`src/rtl/aibcr3_bsr_chain_nch_if.sv`:
```
// Boundary-scan chain signal bundle: JTAG control/scan plus per-channel TX/RX buses.
// The master side drives the chain inputs; the slave side is the chain itself.
interface aibcr3_bsr_chain_nch_if #(
    parameter int unsigned NCH = 8
);
    logic           jtag_tx_scan_in;
    logic           jtag_tx_scanen_in;
    logic           jtag_capture;
    logic           jtag_update;
    logic           jtag_mode_in;
    logic           jtag_intest;
    logic [NCH-1:0] shift_en;
    logic [NCH-1:0] idata0_in0;
    logic [NCH-1:0] idata0_in1;
    logic [NCH-1:0] idata1_in0;
    logic [NCH-1:0] idata1_in1;
    logic [NCH-1:0] itxen_in0;
    logic [NCH-1:0] itxen_in1;
    logic [NCH-1:0] odat0_aib;
    logic [NCH-1:0] odat1_aib;
    logic [NCH-1:0] idata0_out;
    logic [NCH-1:0] idata1_out;
    logic [NCH-1:0] itxen_out;
    logic [NCH-1:0] odat0_out;
    logic [NCH-1:0] odat1_out;
    logic           jtag_rx_scan_out;
    logic           scan_full;

    modport master (
        output jtag_tx_scan_in, jtag_tx_scanen_in, jtag_capture, jtag_update,
               jtag_mode_in, jtag_intest, shift_en, idata0_in0, idata0_in1,
               idata1_in0, idata1_in1, itxen_in0, itxen_in1, odat0_aib, odat1_aib,
        input  idata0_out, idata1_out, itxen_out, odat0_out, odat1_out,
               jtag_rx_scan_out, scan_full
    );

    modport slave (
        input  jtag_tx_scan_in, jtag_tx_scanen_in, jtag_capture, jtag_update,
               jtag_mode_in, jtag_intest, shift_en, idata0_in0, idata0_in1,
               idata1_in0, idata1_in1, itxen_in0, itxen_in1, odat0_aib, odat1_aib,
        output idata0_out, idata1_out, itxen_out, odat0_out, odat1_out,
               jtag_rx_scan_out, scan_full
    );
endinterface

```
`src/rtl/aibcr3_bsr_chain_nch.sv`:
```
// AIB boundary-scan chain, 3 cells per channel (data0, data1, txen) with capture/update.
// Define AIBCR3_BSR_REDUNDANCY_EN to enable neighbour-channel (_in1) selection via shift_en.
module aibcr3_bsr_chain_nch #(
    parameter int unsigned NCH = 8
) (
    input logic                   jtag_clkdr_in,
    input logic                   jtag_rstb,
    aibcr3_bsr_chain_nch_if.slave bus
);
    localparam int unsigned L  = 3 * NCH;
    localparam int unsigned CW = $clog2(L + 1);
    localparam logic [CW-1:0] CntFull = CW'(L);

    logic [L-1:0]   sr_q, sr_d;
    logic [L-1:0]   upd_q, upd_d;
    logic [CW-1:0]  cnt_q, cnt_d;
    logic [NCH-1:0] sel_idata0, sel_idata1, sel_itxen;

`ifdef AIBCR3_BSR_REDUNDANCY_EN
    always_comb begin
        sel_idata0 = (bus.shift_en & bus.idata0_in1) | (~bus.shift_en & bus.idata0_in0);
        sel_idata1 = (bus.shift_en & bus.idata1_in1) | (~bus.shift_en & bus.idata1_in0);
        sel_itxen  = (bus.shift_en & bus.itxen_in1)  | (~bus.shift_en & bus.itxen_in0);
    end
`else
    logic unused_redundancy;
    always_comb begin
        sel_idata0 = bus.idata0_in0;
        sel_idata1 = bus.idata1_in0;
        sel_itxen  = bus.itxen_in0;
        unused_redundancy = ^{bus.shift_en, bus.idata0_in1, bus.idata1_in1, bus.itxen_in1};
    end
`endif

    // Shift has priority; capture and update may fire together (update sees pre-edge sr).
    always_comb begin
        sr_d  = sr_q;
        upd_d = upd_q;
        cnt_d = cnt_q;
        if (bus.jtag_tx_scanen_in) begin
            sr_d  = {sr_q[L-2:0], bus.jtag_tx_scan_in};
            cnt_d = (cnt_q == CntFull) ? cnt_q : cnt_q + CW'(1);
        end else begin
            cnt_d = '0;
            if (bus.jtag_capture) begin
                for (int i = 0; i < int'(NCH); i++) begin
                    sr_d[3*i]   = bus.odat0_aib[i];
                    sr_d[3*i+1] = bus.odat1_aib[i];
                    sr_d[3*i+2] = sel_itxen[i];
                end
            end
            if (bus.jtag_update) begin
                upd_d = sr_q;
            end
        end
    end

    always_ff @(posedge jtag_clkdr_in or negedge jtag_rstb) begin
        if (!jtag_rstb) begin
            sr_q  <= '0;
            upd_q <= '0;
            cnt_q <= '0;
        end else begin
            sr_q  <= sr_d;
            upd_q <= upd_d;
            cnt_q <= cnt_d;
        end
    end

    always_comb begin
        bus.idata0_out = '0;
        bus.idata1_out = '0;
        bus.itxen_out  = '0;
        bus.odat0_out  = '0;
        bus.odat1_out  = '0;
        for (int i = 0; i < int'(NCH); i++) begin
            bus.idata0_out[i] = bus.jtag_mode_in ? upd_q[3*i]   : sel_idata0[i];
            bus.idata1_out[i] = bus.jtag_mode_in ? upd_q[3*i+1] : sel_idata1[i];
            bus.itxen_out[i]  = bus.jtag_mode_in ? upd_q[3*i+2] : sel_itxen[i];
            bus.odat0_out[i]  = bus.jtag_intest  ? upd_q[3*i]   : bus.odat0_aib[i];
            bus.odat1_out[i]  = bus.jtag_intest  ? upd_q[3*i+1] : bus.odat1_aib[i];
        end
    end

    always_comb begin
        bus.jtag_rx_scan_out = sr_q[L-1];
        bus.scan_full        = (cnt_q == CntFull);
    end
endmodule

```
`src/flat_wrapper.sv`:
```
// flat-port wrapper written by rule: the top's interface ports become plain ports
module aibcr3_bsr_chain_nch_flat 
#(
    parameter int unsigned NCH = 8
)
  (jtag_clkdr_in, jtag_rstb, bus_jtag_tx_scan_in, bus_jtag_tx_scanen_in, bus_jtag_capture, bus_jtag_update, bus_jtag_mode_in, bus_jtag_intest, bus_shift_en, bus_idata0_in0, bus_idata0_in1, bus_idata1_in0, bus_idata1_in1, bus_itxen_in0, bus_itxen_in1, bus_odat0_aib, bus_odat1_aib, bus_idata0_out, bus_idata1_out, bus_itxen_out, bus_odat0_out, bus_odat1_out, bus_jtag_rx_scan_out, bus_scan_full);
  aibcr3_bsr_chain_nch_if #(.NCH(NCH)) bus_i ();
  input logic jtag_clkdr_in;
  input logic jtag_rstb;
  input wire logic [$bits(bus_i.jtag_tx_scan_in)-1:0] bus_jtag_tx_scan_in;
  input wire logic [$bits(bus_i.jtag_tx_scanen_in)-1:0] bus_jtag_tx_scanen_in;
  input wire logic [$bits(bus_i.jtag_capture)-1:0] bus_jtag_capture;
  input wire logic [$bits(bus_i.jtag_update)-1:0] bus_jtag_update;
  input wire logic [$bits(bus_i.jtag_mode_in)-1:0] bus_jtag_mode_in;
  input wire logic [$bits(bus_i.jtag_intest)-1:0] bus_jtag_intest;
  input wire logic [$bits(bus_i.shift_en)-1:0] bus_shift_en;
  input wire logic [$bits(bus_i.idata0_in0)-1:0] bus_idata0_in0;
  input wire logic [$bits(bus_i.idata0_in1)-1:0] bus_idata0_in1;
  input wire logic [$bits(bus_i.idata1_in0)-1:0] bus_idata1_in0;
  input wire logic [$bits(bus_i.idata1_in1)-1:0] bus_idata1_in1;
  input wire logic [$bits(bus_i.itxen_in0)-1:0] bus_itxen_in0;
  input wire logic [$bits(bus_i.itxen_in1)-1:0] bus_itxen_in1;
  input wire logic [$bits(bus_i.odat0_aib)-1:0] bus_odat0_aib;
  input wire logic [$bits(bus_i.odat1_aib)-1:0] bus_odat1_aib;
  output wire logic [$bits(bus_i.idata0_out)-1:0] bus_idata0_out;
  output wire logic [$bits(bus_i.idata1_out)-1:0] bus_idata1_out;
  output wire logic [$bits(bus_i.itxen_out)-1:0] bus_itxen_out;
  output wire logic [$bits(bus_i.odat0_out)-1:0] bus_odat0_out;
  output wire logic [$bits(bus_i.odat1_out)-1:0] bus_odat1_out;
  output wire logic [$bits(bus_i.jtag_rx_scan_out)-1:0] bus_jtag_rx_scan_out;
  output wire logic [$bits(bus_i.scan_full)-1:0] bus_scan_full;
  assign bus_i.jtag_tx_scan_in = bus_jtag_tx_scan_in;
  assign bus_i.jtag_tx_scanen_in = bus_jtag_tx_scanen_in;
  assign bus_i.jtag_capture = bus_jtag_capture;
  assign bus_i.jtag_update = bus_jtag_update;
  assign bus_i.jtag_mode_in = bus_jtag_mode_in;
  assign bus_i.jtag_intest = bus_jtag_intest;
  assign bus_i.shift_en = bus_shift_en;
  assign bus_i.idata0_in0 = bus_idata0_in0;
  assign bus_i.idata0_in1 = bus_idata0_in1;
  assign bus_i.idata1_in0 = bus_idata1_in0;
  assign bus_i.idata1_in1 = bus_idata1_in1;
  assign bus_i.itxen_in0 = bus_itxen_in0;
  assign bus_i.itxen_in1 = bus_itxen_in1;
  assign bus_i.odat0_aib = bus_odat0_aib;
  assign bus_i.odat1_aib = bus_odat1_aib;
  assign bus_idata0_out = bus_i.idata0_out;
  assign bus_idata1_out = bus_i.idata1_out;
  assign bus_itxen_out = bus_i.itxen_out;
  assign bus_odat0_out = bus_i.odat0_out;
  assign bus_odat1_out = bus_i.odat1_out;
  assign bus_jtag_rx_scan_out = bus_i.jtag_rx_scan_out;
  assign bus_scan_full = bus_i.scan_full;
  aibcr3_bsr_chain_nch #(.NCH(NCH)) u_core (.jtag_clkdr_in(jtag_clkdr_in), .jtag_rstb(jtag_rstb), .bus(bus_i));
endmodule
```
`config.mk`:
```
export PLATFORM = sky130hd
export DESIGN_NAME = aibcr3_bsr_chain_nch_flat
export DESIGN_NICKNAME = d
export VERILOG_FILES = /design/src/rtl/aibcr3_bsr_chain_nch_if.sv /design/src/rtl/aibcr3_bsr_chain_nch.sv /design/src/flat_wrapper.sv
export SDC_FILE = /design/constraint.sdc
export NUM_CORES = 1
export LEC_CHECK = 0
export ABC_AREA = 1
export CAP_MARGIN = 25
export CORE_UTILIZATION = 46
export CTS_CLUSTER_SIZE = 25
export DETAILED_ROUTE_END_ITERATION = 6
export PLACE_DENSITY = 0.86
export REMOVE_ABC_BUFFERS = 1
export SKIP_LAST_GASP = 1
export SLEW_MARGIN = 20
export SYNTH_ARGS = -nofsm -noshare
export SYNTH_HDL_FRONTEND = slang
export SYNTH_SLANG_ARGS = --single-unit
```
`constraint.sdc`:
```
create_clock -name jtag_clkdr_in -period 2.74 [get_ports jtag_clkdr_in]
set_input_delay 0.411 -clock jtag_clkdr_in [delete_from_list [all_inputs] [get_ports jtag_clkdr_in]]
set_output_delay 0.411 -clock jtag_clkdr_in [all_outputs]
set_load 0.01 [all_outputs]
```
; Word-level counts from Yosys, hierarchy flattened
; Cells that the tools add are included.
[word_totals]
regBits = 53
in_bits = 80
output_inout_bits = 42
wordCells = 53
[op_classes]
addsub = 1
n_eq_ne = 2
muxes = 44
bitwise_logic = 1
n_reduce_logical = 2
[op_table]
columns = operator, n
row1 = 24-bit two-way mux, 2
row2 = 1-bit two-way mux, 40
row3 = 5-bit two-way mux, 2
row4 = 5-bit by 1-bit adder with 5-bit output (second input constant), 1
row5 = 5-bit == test (second input constant), 1
row6 = 2-bit != test (second input constant), 1
row7 = 2-bit AND reduction, 1
row8 = 2-bit nonzero test, 1
row9 = 1-bit inverter, 1

; Logic depth before layout (Yosys ltp)
; Gate-level depths: netlist of the first run.
[depth]
depth_word = 3
ltp_mapped = 7
depth_no_buf = 7

; Least setup slack after synthesis of the first run
; OpenSTA, ideal clock, no wires.
[synth_timing]
path_type = in2out
start = input port bus_jtag_intest
end = output port bus_odat0_out[0]
arrival_time_ns = 1.085
required_ns = 2.329
setup_slack_ns = 1.244
path_stages = 3
path_buffers = 2
path_cell_list = buf_2 > buf_6 > mux2_2
[synth_between]
elab_chain_len = 1
[synth_lines]
columns = element, line_no
row1 = start: declaration, flat_wrapper.sv:15  ; input wire logic [$bits(bus_i.jtag_intest)-1:0] bus_jtag_intest;
row2 = 1-bit two-way mux, aibcr3_bsr_chain_nch.sv:80  ; bus.odat0_out[i] = bus.jtag_intest ? upd_q[3*i] : bus.odat0_aib[i];
row3 = end: declaration, flat_wrapper.sv:28  ; output wire logic [$bits(bus_i.odat0_out)-1:0] bus_odat0_out;
; No other way between the ends.

; Worst setup path after layout of the first run
[layout_timing]
start = input port bus_jtag_mode_in
end = output port bus_idata0_out[0]
[layout_between]
elab_chain_len = 1
[layout_lines]
columns = element, line_no
row1 = start: declaration, flat_wrapper.sv:14  ; input wire logic [$bits(bus_i.jtag_mode_in)-1:0] bus_jtag_mode_in;
row2 = 1-bit two-way mux, aibcr3_bsr_chain_nch.sv:77  ; bus.idata0_out[i] = bus.jtag_mode_in ? upd_q[3*i] : sel_idata0[i];
row3 = end: declaration, flat_wrapper.sv:25  ; output wire logic [$bits(bus_i.idata0_out)-1:0] bus_idata0_out;
; No other way between the ends.

==> impl_metrics.sql, run 1 <==
INSERT INTO impl_metrics (metric_group, metric, value, unit) VALUES
('timing', 'min_period_over_period', '86.81', '%'),
('pwr', 'leakagePower', '1.729', 'nW'),
('pwr', 'total_power_consumption', '1.977', 'mW'),
('run', 'max_cap_viols', '0', ''),
('routing', 'detailed_router_s_first_iteration_violation_count', '194', ''),
('clock_tree', 'cts_tree', 'done', ''),
('critical_path', 'timing.rr.start', 'u_core.cnt_q[0]$_DFFE_PN0P_', ''),
('clock_tree', 'cts-root-to-sink-buffers', '2', ''),
('routing', 'drc_errors', '0', ''),
('synthesis', 'synth_edf_count', '0', ''),
('critical_path', 'critical_path.endpoint_type', 'output port', ''),
('synthesis', 'synth.distinct_cells', '20', ''),
('synthesis', 'yosysTopAreaCell', 'dfrtp_1', ''),
('synthesis', 'synth-warning-count', '0', ''),
('global_route', 'grt_overflow_total', '0', ''),
('synthesis', 'synth_flop_cell', 'dfrtp_1', ''),
('timing', 'worst-slew-pin-transition', '0.7470', 'ns'),
('clock_tree', 'post_cts.repair.setup_buffers', '0', ''),
('timing', 'relSlewSlack', '50.20', '%'),
('timing', 'max_freq', '0.4204', 'GHz'),
('synthesis', 'ys_top_cells_by_area', 'dfrtp_1 (46%), mux2_2 (15%), nand2_1 (7.8%)', ''),
('timing', 'report.final.hold_viol_count', '0', ''),
('pwr', 'peakVddDrop', '0.2788', 'mV'),
('timing', 'layout_skew', '0.005617', 'ns'),
('finish', 'number_of_diodes', '0', ''),
('critical_path', 'worst-endpoint-arrival', '1.97', 'ns'),
('critical_path', 'worst-setup-path-type', 'primary input to output port', ''),
('critical_path', 'start_kind', 'primary input', ''),
('clock_tree', 'postCtsHoldBufs', '0', ''),
('floorplanning', 'core_rows', '28', ''),
('finish', 'final_layout_size_suffix_gt1_share', '17.00', '%'),
('routing', 'first_drt_pass_iteration_count', '4', ''),
('routing', 'viasPerCell', '5.133', ''),
('floorplanning', 'fp.dieH', '81.29', 'um'),
('clock_tree', 'htree_levels', '2', ''),
('outcome', 'outcome', 'finished clean', ''),
('clock_tree', 'insertion_delay', '0.30', 'ns'),
('synthesis', 'syn_area_per_cell', '9.093', 'um2'),
('critical_path', 'setup.worst_path.start', 'bus_jtag_mode_in', ''),
('global_route', 'grt_pass1_wl', '11140', 'um'),
('critical_path', 'worst_path_max_delay_cell', 'clkdlybuf4s50_1', ''),
('critical_path', 'cp_max_fo', '24', ''),
('synthesis', 'yosys_register_bits', '53', ''),
('routing', 'routedWlPerCell', '14.04', 'um'),
('routing', 'ant_nets', '0', ''),
('synthesis', 'netlist_instances', '318', ''),
('synthesis', 'syn_area', '2892', 'um2'),
('finish', 'area.growth.synth_to_final', '33.23', '%'),
('floorplanning', 'die_area', '6607', 'um2'),
('global_route', 'number_of_antenna_violations_at_the_first_check_in_global_routing', '0', ''),
('pwr', 'cellPowerDensity', '513.2', 'nW/um2'),
('placement', 'hpwl', '4629', 'um'),
('finish', 'design.final.nets', '481', ''),
('synthesis', 'async_flop_share', '100.0', '%'),
('synthesis', 'synth_commonest_cells', 'nand2_1 (60), dfrtp_1 (53), mux2_2 (39)', ''),
('floorplanning', 'core_area', '5991', 'um2'),
('global_route', 'grt_max_degree', '54', ''),
('synthesis', 'area_fraction_of_the_dominant_cell_type_after_synthesis', '45.87', '%'),
('critical_path', 'timing.critical_path.mode_cell', 'clkdlybuf4s50_1', ''),
('min_path', 'timing.hold.worst.class', 'primary input to asynchronous set/reset pin', ''),
('placement', 'place.gp.congestion', '0.7334', ''),
('synthesis', 'seq_area_frac_synth', '45.87', '%'),
('floorplanning', 'die_x', '81.29', 'um'),
('timing', 'setup_viol', '0', ''),
('clock_tree', 'cts_resized', '0', ''),
('critical_path', 'path_cells', 'clkdlybuf4s50_1, buf_12, mux2_2, clkdlybuf4s50_1', ''),
('floorplanning', 'starting_density_of_the_core', '48.27', '%'),
('global_route', 'via_count_of_the_first_global_routing_pass', '2335', ''),
('timing', 'maxSlewViolCount', '0', ''),
('timing', 'tns', '0', 'ns'),
('routing', 'vias', '2438', '');
-- sequential cells by signal, summed over array words and instances, names as in the netlist --
register / cells
u_core.cnt_q: 5
u_core.upd_q: 24
u_core.sr_q: 24
-- stage by stage --
stage | worst slack (ns) | hold WS, ns | util [%] | instances | area (um2)
2_1_floorplan | 1.421 | 0.1154 | - | 298 | 2735
3_3_place_gp | 0.3779 | 0.4647 | 62.97 | 467 | 3772
3_5_place_dp | 0.3533 | 0.4736 | 62.97 | 467 | 3772
4_1_cts | 0.3481 | 0.1978 | 64.31 | 475 | 3852
5_1_grt | 0.3146 | 0.2200 | 64.31 | 475 | 3852
6_report | 0.3615 | 0.1719 | 64.31 | 475 | 3852
-- layout make-up --
cell class,instances,area [um2]
Fill cell,519,2138
Sequential cell,53,1326
Clock buffer,8,80.08
Timing Repair Buffer,94,943.4
Tap cell,75,93.84
Multi-Input combinational cell,212,1280
Inverter,33,128.9
-- power breakdown --
part / total, mW / internal [mW] / switching (mW) / leakage (nW)
combinational: 0.603 / 0.335 / 0.268 / 1.07
sequential: 0.957 / 0.888 / 0.0692 / 0.617
clock: 0.417 / 0.182 / 0.235 / 0.0395
-- critical path, delay by kind of cell --
| family | cells | cell delay [ns] |
|---|---|---|
| buffers and inverters | 3 | 1.19 |
| multiplexers | 1 | 0.37 |
-- kinds of logic after synthesis --
kind of cell | after synthesis | synth area share, %
buf+inv | 53 | 9.866
simple gates | 121 | 17.57
fa+ha+maj | 2 | 0.8653
compound gates | 50 | 10.64
mux | 39 | 15.19
flops | 53 | 45.87
-- layout by cell type (no fill, tap or decap), types with 3 or more instances in the layout --
| master | instances |
|---|---|
| clkbuf_1 | 3 |
| o21ai_0 | 25 |
| clkdlybuf4s50_1 | 87 |
| o21ai_1 | 9 |
| o21ai_2 | 14 |
| nor3_1 | 23 |
| buf_4 | 3 |
| clkbuf_8 | 5 |
| mux2_2 | 39 |
| nand3_1 | 8 |
| inv_1 | 32 |
| dfrtp_1 | 53 |
| nor2_1 | 28 |
| nand2_1 | 60 |
-- final timing paths --
path	end	slack [ns]	cells past startpoint
setup / recovery	bus_idata0_out[0]	0.36	4
hold / removal	u_core.sr_q[10]$_DFFE_PN0P_	0.17	1
setup reg to reg	u_core.cnt_q[1]$_DFFE_PN0P_	1.54	6
hold reg to reg	u_core.upd_q[2]$_DFFE_PN0P_	0.49	2
max in group asynchronous	u_core.upd_q[17]$_DFFE_PN0P_	1.83	2
min in group jtag_clkdr_in	u_core.upd_q[23]$_DFFE_PN0P_	0.48	4
-- routing by layer --
metal	vias to the layer above	routed length [um]	share of wire, %	track usage (%)
met5	-	0	0	0
met4	0	45	0.67	4.643
met3	7	338	5.1	4.494
met2	71	3344	50	38.25
met1	1167	2943	44	28.61
li1	1193	-	-	-
Note: power is estimated with default switching activity, not from simulation.
==> inputs of run 2 (changes only) <==
--- a/config.mk
+++ b/config.mk
@@ -7,6 +7,7 @@
 export LEC_CHECK = 0
 export ABC_AREA = 1
 export CAP_MARGIN = 25
+export CORE_MARGIN = 2
 export CORE_UTILIZATION = 46
 export CTS_CLUSTER_SIZE = 25
 export DETAILED_ROUTE_END_ITERATION = 6
==> impl_metrics.sql, run 2 (synthesis gave the netlist of run 1 again) <==
INSERT INTO impl_metrics (metric_group, metric, value, unit) VALUES
('pwr', 'seq_power_share', '48.4', '%'),
('finish', 'layout_commonest_cell', 'clkdlybuf4s50_1', ''),
('floorplanning', 'fp.dieH', '83.29', 'um'),
('critical_path', 'path_cells', 'clkdlybuf4s50_1, buf_12, mux2_2, clkdlybuf4s50_1', ''),
('pwr', 'internal_power', '1.405', 'mW'),
('placement', 'hpwl', '4676', 'um'),
('finish', 'final_util', '64.31', '%'),
('finish', 'top_flop_regs', 'u_core.sr_q x24, u_core.upd_q x24, u_core.cnt_q x5', ''),
('pwr', 'peakVddDrop', '0.3397', 'mV'),
('placement', 'setup_slack_after_placement', '0.3463', 'ns'),
('finish', 'number_of_diodes', '0', ''),
('clock_tree', 'postCtsHoldBufs', '0', ''),
('routing', 'routedWlPerCell', '13.90', 'um'),
('critical_path', 'worst-setup-path-type', 'primary input to output port', ''),
('pwr', 'power.switching', '566.4', 'uW'),
('clock_tree', 'ctsRootBufferMaster', 'clkbuf_8', ''),
('global_route', 'grt_pass1_wl', '11100', 'um'),
('timing', 'clock_period_minus_worst_slack', '2.381', 'ns'),
('clock_tree', 'cts_tree', 'done', ''),
('floorplanning', 'core_rows', '28', ''),
('routing', 'drt-total-wl', '6602', 'um'),
('global_route', 'total_routing_resource_utilization_after_global_routing', '19.32', '%'),
('timing', 'worst-slew-pin-transition', '0.8508', 'ns'),
('routing', 'drc_errors', '0', ''),
('finish', 'most-common-layout-cells', 'clkdlybuf4s50_1 (87), nand2_1 (60), dfrtp_1 (53)', ''),
('finish', 'final_layout_size_suffix_gt1_share', '17.00', '%'),
('pwr', 'leakagePower', '1.729', 'nW'),
('timing', 'report.final.hold_viol_count', '0', ''),
('clock_tree', 'cts-root-to-sink-buffers', '2', ''),
('routing', 'first_drt_pass_iteration_count', '4', ''),
('critical_path', 'critical_path.endpoint_type', 'output port', ''),
('clock_tree', 'numCtsBuffers', '5', ''),
('timing', 'setup_viol', '0', ''),
('pwr', 'clkPwrFrac', '21.1', '%'),
('placement', 'place.gp.congestion', '0.7558', ''),
('critical_path', 'worst-endpoint-arrival', '1.97', 'ns'),
('global_route', 'number_of_antenna_violations_at_the_first_check_in_global_routing', '0', ''),
('run', 'max_cap_viols', '0', ''),
('critical_path', 'crit-reg2reg-capture', 'u_core.cnt_q[0]$_DFFE_PN0P_', ''),
('routing', 'detailed_router_s_first_iteration_violation_count', '95', ''),
('pwr', 'power_frac_comb', '30.6', '%'),
('timing', 'min_period_over_period', '86.91', '%'),
('finish', 'area.growth.synth_to_final', '33.23', '%'),
('critical_path', 'cp_max_fo', '24', ''),
('timing', 'relSlewSlack', '43.28', '%'),
('global_route', 'grt_overflow_total', '0', ''),
('critical_path', 'timing.critical_path.mode_cell', 'clkdlybuf4s50_1', ''),
('clock_tree', 'worst_setup_hold_path_clk_slew', '0.08', 'ns'),
('timing', 'worst_slack', '0.3586', 'ns'),
('timing', 'maxSlewViolCount', '0', ''),
('timing', 'layout_skew', '0.002733', 'ns'),
('floorplanning', 'core_area', '5991', 'um2'),
('placement', 'port_bufs', '89', ''),
('routing', 'ant_nets', '0', ''),
('clock_tree', 'cts_resized', '0', ''),
('timing', 'tns', '0', 'ns'),
('floorplanning', 'die_area', '6936', 'um2'),
('floorplanning', 'number_of_i_o_pins', '122', ''),
('clock_tree', 'htree_levels', '2', ''),
('timing', 'max_freq', '0.4199', 'GHz'),
('critical_path', 'start_kind', 'primary input', ''),
('critical_path', 'worst_path_max_delay_cell', 'clkdlybuf4s50_1', ''),
('timing', 'grt_setup_unrepaired', 'false', ''),
('global_route', 'grt_max_degree', '48', ''),
('critical_path', 'path_delay_family', 'buffers and inverters', ''),
('routing', 'viasPerCell', '5.141', ''),
('clock_tree', 'post_cts.repair.setup_buffers', '0', ''),
('critical_path', 'worst-path-buf-inv', '3', ''),
('clock_tree', 'clock-sinks', '53', ''),
('critical_path', 'register_to_register_setup_slack', '1.52', 'ns'),
('routing', 'vias', '2442', ''),
('critical_path', 'max_stage_delay', '0.51', 'ns'),
('critical_path', 'timing.rr.start', 'u_core.cnt_q[0]$_DFFE_PN0P_', ''),
('critical_path', 'required_arrival_time_at_the_worst_endpoint', '2.33', 'ns'),
('outcome', 'outcome', 'finished clean', ''),
('floorplanning', 'starting_density_of_the_core', '48.27', '%'),
('pwr', 'power_switching_share', '28.74', '%'),
('pwr', 'cellPowerDensity', '511.6', 'nW/um2'),
('floorplanning', 'die_x', '83.29', 'um'),
('min_path', 'timing.hold.worst.class', 'primary input to asynchronous set/reset pin', ''),
('critical_path', 'r2r.worst_path.cells', '6', ''),
('global_route', 'via_count_of_the_first_global_routing_pass', '2438', ''),
('finish', 'design.final.nets', '481', ''),
('clock_tree', 'insertion_delay', '0.30', 'ns');
run 2: cell counts in the layout (fill, tap and decap cells not counted):
Identical to the previous run, type by type.
run 2: final cells by class:
cell class / count / area [um2]
multi-input cells: 212 / 1280
repair buffers: 94 / 943.4
flip-flops and latches: 53 / 1326
inverters: 33 / 128.9
clock buffers: 8 / 80.08
well taps: 75 / 93.84
fillers: 511 / 2138
run 2: power groups by stage:
| stage | logic, mW | clock network (mW) | registers, mW |
|---|---|---|---|
| 2_1_floorplan | 0.294 | 0 | 0.947 |
| 3_3_place_gp | 0.590 | 0 | 0.964 |
| 3_5_place_dp | 0.609 | 0 | 0.969 |
| 4_1_cts | 0.613 | 0.426 | 0.954 |
| 5_1_grt | 0.663 | 0.457 | 0.968 |
| 6_report | 0.602 | 0.415 | 0.954 |
run 2: how the worst max path moves through the flow:
| stage | from | end | slack, ns | depth (start not counted) |
|---|---|---|---|---|
| after floorplan | bus_jtag_capture | u_core.sr_q[10]$_DFFE_PN0P_ | 1.42 | 4 |
| after global placement | bus_jtag_mode_in | bus_itxen_out[7] | 0.37 | 4 |
| after detailed placement | bus_jtag_mode_in | bus_idata1_out[5] | 0.35 | 4 |
| after CTS | bus_jtag_mode_in | bus_idata1_out[5] | 0.35 | 4 |
| after global routing | bus_jtag_mode_in | bus_idata1_out[5] | 0.32 | 4 |
| final | bus_jtag_mode_in | bus_idata1_out[5] | 0.36 | 4 |
run 2: metrics by stage:
| stage | power (mW) | cell area (um2) | hold slack (ns) | cells |
|---|---|---|---|---|
| global route | 2.088 | 3852 | 0.2832 | 475 |
| finish | 1.971 | 3852 | 0.2111 | 475 |
| global placement | 1.554 | 3772 | 0.4630 | 467 |
| floorplan | 1.241 | 2735 | 0.1154 | 298 |
| CTS | 1.992 | 3852 | 0.2510 | 475 |
| detailed placement | 1.577 | 3772 | 0.4653 | 467 |
run 2: routing by layer:
metal  part of all wire (%)  up-vias  track usage (%)
li1                       -     1204                -
met1                     44     1167            24.76
met2                     50       64            33.87
met3                    4.6        7            3.579
met4                   0.91        0            4.471
met5                      0        -                0
